## src/rtl/frame_writer_if.sv

```systemverilog
// Pixel-in / memory-write / status bundle for frame_writer.
// The master side is the pixel source and the memory; the slave side is the writer.
interface frame_writer_if;
    logic        start;
    logic        pix_valid;
    logic [23:0] pix_in;
    logic        pix_ready;
    logic        wr_en;
    logic        wr_gnt;
    logic [13:0] wr_addr;
    logic [23:0] wr_data;
    logic        busy;
    logic        done;
    logic        err;

    modport master (
        output start, pix_valid, pix_in, wr_gnt,
        input  pix_ready, wr_en, wr_addr, wr_data, busy, done, err
    );

    modport slave (
        input  start, pix_valid, pix_in, wr_gnt,
        output pix_ready, wr_en, wr_addr, wr_data, busy, done, err
    );
endinterface

```

## src/rtl/frame_writer.sv

```systemverilog
// Buffers processed pixels in a small elastic FIFO and writes one full frame
// to memory in raster order, one pixel per granted write.
module frame_writer #(
    parameter int unsigned IMG_W      = 100,
    parameter int unsigned IMG_H      = 100,
    parameter int unsigned FIFO_DEPTH = 4
) (
    input  logic          gen_clk,
    input  logic          rst,
    frame_writer_if.slave bus
);
    localparam int unsigned NPIX   = IMG_W * IMG_H;
    localparam int unsigned CNT_W  = $clog2(NPIX + 1);
    localparam int unsigned ADDR_W = 14;
    localparam int unsigned PTR_W  = $clog2(FIFO_DEPTH);
    localparam int unsigned OCC_W  = $clog2(FIFO_DEPTH) + 1;

    typedef enum logic [1:0] {
        S_IDLE = 2'd0,
        S_RUN  = 2'd1,
        S_DONE = 2'd2
    } state_t;

    state_t             r_state;
    state_t             w_state_nxt;
    logic [PTR_W-1:0]   r_wr_ptr;
    logic [PTR_W-1:0]   r_rd_ptr;
    logic [OCC_W-1:0]   r_occ;
    logic [CNT_W-1:0]   r_in_cnt;
    logic [CNT_W-1:0]   r_out_cnt;
    logic [23:0]        r_mem [FIFO_DEPTH];
    logic               r_err;

    logic w_run;
    logic w_full;
    logic w_empty;
    logic w_pix_ready;
    logic w_wr_en;
    logic w_push;
    logic w_pop;
    logic w_last_pop;
    logic w_clear;
    logic w_busy;
    logic w_done;

    assign w_run       = (r_state == S_RUN);
    assign w_full      = (r_occ == OCC_W'(FIFO_DEPTH));
    assign w_empty     = (r_occ == '0);
    assign w_pix_ready = w_run && !w_full && (r_in_cnt < CNT_W'(NPIX));
    assign w_wr_en     = w_run && !w_empty;
    assign w_push      = bus.pix_valid && w_pix_ready;
    assign w_pop       = w_wr_en && bus.wr_gnt;
    assign w_last_pop  = w_pop && (r_out_cnt == CNT_W'(NPIX - 1));
    assign w_clear     = (r_state == S_IDLE) && bus.start;

    always_ff @(posedge gen_clk) begin
        if (rst) r_state <= S_IDLE;
        else     r_state <= w_state_nxt;
    end

    always_comb begin
        w_state_nxt = r_state;
        case (r_state)
            S_IDLE:  if (bus.start) w_state_nxt = S_RUN;
            S_RUN:   if (w_last_pop) w_state_nxt = S_DONE;
            S_DONE:  w_state_nxt = S_IDLE;
            default: w_state_nxt = S_IDLE;
        endcase
    end

    always_comb begin
        w_busy = 1'b0;
        w_done = 1'b0;
        case (r_state)
            S_RUN:   w_busy = 1'b1;
            S_DONE:  w_done = 1'b1;
            default: ;
        endcase
    end

    // Pointers and counters; a new start discards anything left from before.
    always_ff @(posedge gen_clk) begin
        if (rst || w_clear) begin
            r_wr_ptr  <= '0;
            r_rd_ptr  <= '0;
            r_occ     <= '0;
            r_in_cnt  <= '0;
            r_out_cnt <= '0;
        end else begin
            if (w_push) begin
                r_wr_ptr <= r_wr_ptr + PTR_W'(1);
                r_in_cnt <= r_in_cnt + CNT_W'(1);
            end
            if (w_pop) begin
                r_rd_ptr  <= r_rd_ptr + PTR_W'(1);
                r_out_cnt <= r_out_cnt + CNT_W'(1);
            end
            if (w_push && !w_pop)      r_occ <= r_occ + OCC_W'(1);
            else if (w_pop && !w_push) r_occ <= r_occ - OCC_W'(1);
        end
    end

    // Storage is cleared on reset so the head reads as zero afterwards.
    always_ff @(posedge gen_clk) begin
        if (rst) begin
            for (int i = 0; i < int'(FIFO_DEPTH); i++) r_mem[i] <= '0;
        end else if (w_push) begin
            r_mem[r_wr_ptr] <= bus.pix_in;
        end
    end

    always_ff @(posedge gen_clk) begin
        if (rst)                                      r_err <= 1'b0;
        else if (bus.pix_valid && r_state != S_RUN)   r_err <= 1'b1;
    end

    assign bus.pix_ready = w_pix_ready;
    assign bus.wr_en     = w_wr_en;
    assign bus.wr_addr   = ADDR_W'(r_out_cnt);
    assign bus.wr_data   = r_mem[r_rd_ptr];
    assign bus.busy      = w_busy;
    assign bus.done      = w_done;
    assign bus.err       = r_err;
endmodule

```

## src/flat_wrapper.sv

```systemverilog
// flat-port wrapper written by rule: the top's interface ports become plain ports
module frame_writer_flat 
#(
    parameter int unsigned IMG_W      = 100,
    parameter int unsigned IMG_H      = 100,
    parameter int unsigned FIFO_DEPTH = 4
)
  (gen_clk, rst, bus_start, bus_pix_valid, bus_pix_in, bus_wr_gnt, bus_pix_ready, bus_wr_en, bus_wr_addr, bus_wr_data, bus_busy, bus_done, bus_err);
  frame_writer_if bus_i ();
  input  logic gen_clk;
  input  logic rst;
  input wire logic [$bits(bus_i.start)-1:0] bus_start;
  input wire logic [$bits(bus_i.pix_valid)-1:0] bus_pix_valid;
  input wire logic [$bits(bus_i.pix_in)-1:0] bus_pix_in;
  input wire logic [$bits(bus_i.wr_gnt)-1:0] bus_wr_gnt;
  output wire logic [$bits(bus_i.pix_ready)-1:0] bus_pix_ready;
  output wire logic [$bits(bus_i.wr_en)-1:0] bus_wr_en;
  output wire logic [$bits(bus_i.wr_addr)-1:0] bus_wr_addr;
  output wire logic [$bits(bus_i.wr_data)-1:0] bus_wr_data;
  output wire logic [$bits(bus_i.busy)-1:0] bus_busy;
  output wire logic [$bits(bus_i.done)-1:0] bus_done;
  output wire logic [$bits(bus_i.err)-1:0] bus_err;
  assign bus_i.start = bus_start;
  assign bus_i.pix_valid = bus_pix_valid;
  assign bus_i.pix_in = bus_pix_in;
  assign bus_i.wr_gnt = bus_wr_gnt;
  assign bus_pix_ready = bus_i.pix_ready;
  assign bus_wr_en = bus_i.wr_en;
  assign bus_wr_addr = bus_i.wr_addr;
  assign bus_wr_data = bus_i.wr_data;
  assign bus_busy = bus_i.busy;
  assign bus_done = bus_i.done;
  assign bus_err = bus_i.err;
  frame_writer #(.IMG_W(IMG_W), .IMG_H(IMG_H), .FIFO_DEPTH(FIFO_DEPTH)) u_core (.gen_clk(gen_clk), .rst(rst), .bus(bus_i));
endmodule
```

## config.mk

```make
export PLATFORM = sky130hd
export DESIGN_NAME = frame_writer_flat
export DESIGN_NICKNAME = d
export VERILOG_FILES = /design/src/rtl/frame_writer_if.sv /design/src/rtl/frame_writer.sv /design/src/flat_wrapper.sv
export SDC_FILE = /design/constraint.sdc
export NUM_CORES = 1
export LEC_CHECK = 0
export ABC_AREA = 0
export BUFFER_PORTS_ARGS = -buffer_cell sky130_fd_sc_hd__buf_4
export CAP_MARGIN = 20
export CORE_MARGIN = 3
export CORE_UTILIZATION = 55
export CTS_BUF_LIST = sky130_fd_sc_hd__clkbuf_4
export DETAILED_ROUTE_END_ITERATION = 7
export HOLD_SLACK_MARGIN = 0.15
export PLACE_DENSITY = 0.85
export SYNTH_ARGS = -nofsm -noshare
export SYNTH_HDL_FRONTEND = slang
export SYNTH_SLANG_ARGS = --single-unit
```

## constraint.sdc

```tcl
create_clock -name gen_clk -period 2.8 [get_ports gen_clk]
set_clock_uncertainty 0.1 [all_clocks]
set_input_delay 0 -clock gen_clk [delete_from_list [all_inputs] [get_ports gen_clk]]
set_output_delay 0 -clock gen_clk [all_outputs]
set_load 0.01 [all_outputs]
```

* After elaboration in Yosys (flattened, before gate mapping)
Memories as Yosys holds them, arrays and structs flattened. A register that Yosys moved wholly into a read port is not among the register bits.
Index checks and enable logic that the tools add are counted.
** Word-level totals
- Memory bits (writable) :: 96
- Memories :: 1
- Output and inout bits :: 43
- Input bits :: 29
- Bits in registers :: 38
** Cells by class
- Magnitude comparators :: 1
- Muxes and demuxes :: 17
- Add/subtract/negate cells :: 6
- Equality and inequality tests :: 7
- Reductions and logical operators :: 20
** Memory list
- u_core.r_mem :: depth 4, width 24, rd ports 1, clocked after memory_dff 1, write ports 4, line frame_writer.sv:31 : logic [23:0] r_mem [FIFO_DEPTH];
** Operators by type and width (number)
- $add 14x1->14 const B :: 2
- $mux 24 :: 1
- $reduce_or 24->1 :: 1
- $eq 14x14->1 const B :: 1
- $lt 14x14->1 const B :: 1
- $logic_and 1x1->1 :: 10
- $mux 2 :: 5
- $mux 1 :: 8
- $mux 3 :: 2
- $add 2x1->2 const B :: 2
- $logic_not 1->1 :: 4
- $ne 2x2->1 const B :: 2
- $pmux 2 s2 :: 1
- $add 3x1->3 const B :: 1
- $eq 3x3->1 const B :: 1
- $logic_not 3->1 :: 1
- $sub 3x1->3 const B :: 1
- $eq 2x1->1 const B :: 1
- $eq 2x2->1 const B :: 1
- $logic_not 2->1 :: 1
- $ne 2x1->1 const B :: 1
- $reduce_and 2->1 :: 1
- $reduce_bool 2->1 :: 1
- $logic_or 1x1->1 :: 1

* Depth between registers and ports, before layout
- Depth in word-level cells :: 10
- Depth in mapped cells :: 11
- Mapped depth without buffers :: 10

* Worst setup path before layout
Ideal clock, no wire load.
- Path kind :: register -> register
- Start :: register u_core.r_in_cnt[4]
- End :: register u_core.r_occ[2]
- Arrival time :: 2751 ps
- Path slack :: -121 ps
- Path buffers :: 2
- Data required time :: 2630 ps
- Stages on the path, launching flop included :: 12
- Library setup time :: 70 ps
- Cell sequence :: dfxtp_1 -> or4_1 -> and4_4 -> buf_6 -> buf_6 -> nor2_1 -> ha_1 -> inv_1 -> fa_1 -> xor2_1 -> or3_1 -> a21oi_1
** Between the ends
- Word-level cells in the longest chain between the ends :: 6
** RTL lines
- from (decl) :: line frame_writer.sv:29 : logic [CNT_W-1:0] r_in_cnt;
- from (signal assigned) :: line frame_writer.sv:92 : r_in_cnt <= r_in_cnt + CNT_W'(1);
- $lt 14x14->1 * :: line frame_writer.sv:49 : assign w_pix_ready = w_run && !w_full && (r_in_cnt < CNT_W'(NPIX));
- $logic_and 1x1->1 * :: line frame_writer.sv:49
- $logic_and 1x1->1 * :: line frame_writer.sv:51 : assign w_push = bus.pix_valid && w_pix_ready;
- net u_core.w_push :: line frame_writer.sv:39 : logic w_push;
- $logic_not 1->1 :: line frame_writer.sv:99 : else if (w_pop && !w_push) r_occ <= r_occ - OCC_W'(1);
- $logic_and 1x1->1 :: line frame_writer.sv:99
- $reduce_bool 2->1 (no line)
- to (signal assigned) :: line frame_writer.sv:98 : if (w_push && !w_pop) r_occ <= r_occ + OCC_W'(1);
- to (signal assigned) :: line frame_writer.sv:99
- to (decl) :: line frame_writer.sv:28 : logic [OCC_W-1:0] r_occ;
Mark *: on every way through the listed nets, which the timed path passes. The rest lies on a longest branch.
A chain may end at the register's enable or synchronous reset.

* Final worst setup path
Same ends and word-level chain as after synthesis.

==> results.md <==
Drt:
- The detail-routed net length per standard cell is 17.28 um.
- In this run the remaining antenna-violating nets after routing total 0.
- The number of detailed-routing iterations run before antenna repair is 5.
- Detailed routing inserted a total of 4,170 vias.
- The DRC marker count from the first detailed-route iteration is 275.
- After detailed routing, the total wire length is 12,530 um.
- The count of unresolved DRC violations after routing is 0.
- The via count normalized by instance count is 5.752.

Yosys:
- For this run, the register share of the synthesized area comes to 0.6000.
- Sorting the synthesized cells by area gives the leading types as edfxtp_1 47%, dfxtp_1 13%, and2_1 10%, mux4_2 8.8%, a21oi_1 1.6%.
- Synthesis produced 469 cells.
- The biggest area contributor in the post-synthesis netlist is edfxtp_1.
- The cell area after technology mapping is 6140 um2.
- The register bit total from synthesis is 136.
- The number of flops mapped to enable cells by yosys is 96.
- The total nets after synthesis is 502.
- The number of different library cells used by synthesis comes to 44.
- The number of warnings printed during yosys synthesis is 0.
- The share of flip-flops with an asynchronous set or reset after synthesis is 0.
- For this run, the leading register cell type out of synthesis is edfxtp_1.
- The mean cell area of the mapped netlist is 13.09 um2.
- The share of synthesized area in the top cell type comes to 0.4695.

Status:
- The run finished with clean final reports.

Global routing:
- The wire length of the first global-routing pass is 20,980 um.
- The number of antenna violations at the first check in global routing is 0.
- The number of global-route vias before repair is 4,402.
- Summed over all layers, the global routing overflow is 0.
- For this run, the total global-route usage over all layers was measured as 0.2091.
- In the global route stage, met3 resource usage came out at 0.04565.
- For met1 alone, demand over resource in global routing was 0.2632.
- The global routing stage identified its most utilized layer as met2.
- Entering global routing, the biggest net connects 34 pins.
- For this run, global-route usage on met2 was measured as 0.3681.

Place:
- The final RePlAce weighted congestion is 0.8333.
- The worst-case setup slack after placement is 0.1522 ns.
- The count of input and output buffers is 71.
- The wire-length estimate of the detail-placed layout is 8007 um.
- The count of placed standard cells including taps is 663.
- Once placement finished, the instance area stood at 6867 um2.

Worst setup path:
- The endpoint kind of the worst setup timing path is a flop.
- In this design, the stage delay of the slowest critical-path cell is 0.55 ns.
- The data required time of the critical path is 3.14 ns.
- The data arrival at the endpoint of the critical path is 3.01 ns.
- STA classifies the critical path startpoint as a flop.
- Walking the worst path, the cells encountered are or4_1 -> and4_4 -> nor2_4 -> ha_4 -> inv_1 -> fa_1 -> xor2_1 -> or3_1 -> a21oi_1.
- The critical-path maximum fanout is 6.
- By startpoint and endpoint, the worst setup path is classified as reg2reg.
- The slowest stage of the critical path belongs to the cell or4_1.

Finish:
- The net total in the final layout is 609.
- Compared with the post-synthesis result, the final layout area differs by 21.50%.
- The number of antenna diodes in the final layout is 0.
- For this run, the number of standard cells in the final layout without fillers is 725.
- The finished cells cover 7460 um2.
- The fraction of layout instances using a drive strength above 1 is 0.2632.
- Once layout is complete, the utilization of the core stands at 0.7036.
- Fill cells in the final layout number 715.
- Leaving out fill and tap cells, the most frequent cell in the layout is and2_1.
- The library cells used most frequently in the layout, excluding fill and tap cells, are 98 x and2_1, 96 x edfxtp_1, 84 x buf_4, 38 x dfxtp_1, 30 x dlygate4sd3_1.

Pwr:
- Of the total power, the clock network draws 0.332.
- The share of total power dissipated in combinational logic is 0.086.
- Of the total power, the share spent switching nets is 0.2586.
- The design draws 3.869 mW.
- For this design the static power due to leakage is 2.772 nW.
- For this design the ratio of total power to cell area is 518.7 nW/um2.
- The share of total power dissipated in sequential elements is 0.582.
- The worst-case vdd ir drop is 0.3094 mV.
- The switching power summed over all nets is 1.000 mW.
- The internal power consumption is 2.868 mW.

Timing:
- The tightest slew margin relative to the limit is 0.5785.
- The setup violation total in the final timing report is 0.
- The period utilization is 0.9533.
- The number of slew-limit violations in the final report is 0.
- Timing would allow up to 374.7 MHz.
- For the final routed database, the setup TNS stands at 0 ns.
- The final count of hold timing violations came to 0.
- Setup repair after global routing left no endpoint under its margin.
- Across all hold checks on the routed design, the worst slack comes to 0.1854 ns.
- Once routing completed, OpenROAD measured the worst setup slack at 0.1308 ns.
- The measured slew at the worst slew-check pin is 0.6323 ns.
- The clock period minus worst slack is 2.669 ns.

Clocking:
- TritonCTS built the clock tree.
- The clock drives 136 sinks.
- After clock tree synthesis, the clock-pin slew on the worst setup and hold paths is 0.13 ns.
- For the worst-skew pair, the clock arrives at the later sink with an insertion delay of 0.51 ns.
- The number of buffers created by CTS is 17.
- The clock passes through at most 2 buffers.
- The clock tree root buffer cell is clkbuf_4.
- The maximum level of the CTS H-tree is 4.

Hold path:
- The class of the worst hold path is in2reg.

Die:
- The initial core utilization is 0.5791.
- The area of the core is 10,600 um2.
- The total die area is 12,470 um2.
- The die height is 111.7 um.
- In this run the horizontal extent of the chip is 111.7 um.
- The floorplan has 37 rows.
- 72 I/O pins were placed.

Job:
- The max-capacitance violation count is 0.
## worst paths after layout
check | to | start | cells past startpoint | slack (ns)
hold / removal | u_core.r_state[0] | rst | 3 | 0.19
setup reg to reg | u_core.r_occ[2] | u_core.r_in_cnt[4] | 9 | 0.13
setup / recovery | u_core.r_occ[2] | u_core.r_in_cnt[4] | 9 | 0.13
hold reg to reg | u_core.r_in_cnt[10] | u_core.r_in_cnt[10] | 2 | 0.39
## cells by family (layout without fill, tap and decap cells)
group | after synthesis | in the layout | share of synthesized area
compound gates | 47 | 47 | 0.04565
xor+xnor | 12 | 12 | 0.01712
simple gates | 211 | 211 | 0.2130
flops | 136 | 136 | 0.6000
mux | 27 | 27 | 0.09293
fa+ha+maj | 4 | 4 | 0.009375
buf+inv | 32 | 152 | 0.02201
## sequential cells by signal, indices dropped and copies added (netlist names), named ones only
register / count
u_core.r_wr_ptr: 2
u_core.r_rd_ptr: 2
u_core.bus.wr_addr: 14
u_core.bus.err: 1
u_core.r_occ: 3
u_core.r_state: 2
u_core.r_in_cnt: 14
u_core.r_mem: 96
## worst max-delay path: cells and delay by family, from the launching register on
kind	cells	cell delay (ns)
xor+xnor	1	0.16
compound gates	1	0.15
flops	1	0.36
simple gates	4	1.24
fa+ha+maj	2	0.54
buf+inv	1	0.05
## power by group through the flow
stage          Clock (mW)  Combinational, mW  Sequential (mW)
2_1_floorplan           0              0.162             2.28
3_3_place_gp            0              0.291             2.29
3_5_place_dp            0              0.299             2.30
4_1_cts              1.31              0.334             2.25
5_1_grt              1.42              0.360             2.26
6_report             1.29              0.332             2.25
## repair_timing
| item | in CTS | in global routing |
|---|---|---|
| endpoints found under the hold margin | 158 | 0 |
| resized for setup | 0 | 1 |
| hold buffers | 30 | 0 |
| setup endpoints to repair | 0 | 1 |
| setup buffers | 0 | 0 |
## final cells by class
class                           count  area [um2]  area share
Clock buffer                       17       127.6     0.01711
Clock inverter                     15       163.9     0.02197
Inverter                            6       22.52    0.003019
Multi-Input combinational cell    301        2359      0.3162
Sequential cell                   136        3686      0.4941
Tap cell                          136       170.2     0.02281
Timing Repair Buffer              114       930.9      0.1248
## cell usage after synthesis, types with 2 or more instances
cell type  number
a21oi_1        20
a31o_2          3
and2_1         98
and3_1          3
and4_1          3
buf_1           5
buf_6           2
clkbuf_1       19
dfxtp_1        40
edfxtp_1       96
ha_1            3
inv_1           6
mux2i_1         3
mux4_2         24
nand2_1        11
nand2b_1        3
nand3_1        14
nand4_1        11
nand4b_1        2
nand4bb_1       2
nor2_1         22
nor3_1          3
nor3b_1         3
nor4_1          5
o21a_1          2
o21ai_0        11
o31ai_1         9
or3_1           8
or4_1          13
xnor2_1         3
xor2_1          9
## metal layers
| metal | routed length (um) | vias up |
|---|---|---|
| met1 | 5125 | 2039 |
| met5 | 0 | - |
| met4 | 126 | 0 |
| met3 | 754 | 14 |
| met2 | 6519 | 138 |
| li1 | - | 1979 |
Note: power is estimated with default switching activity, not from simulation.
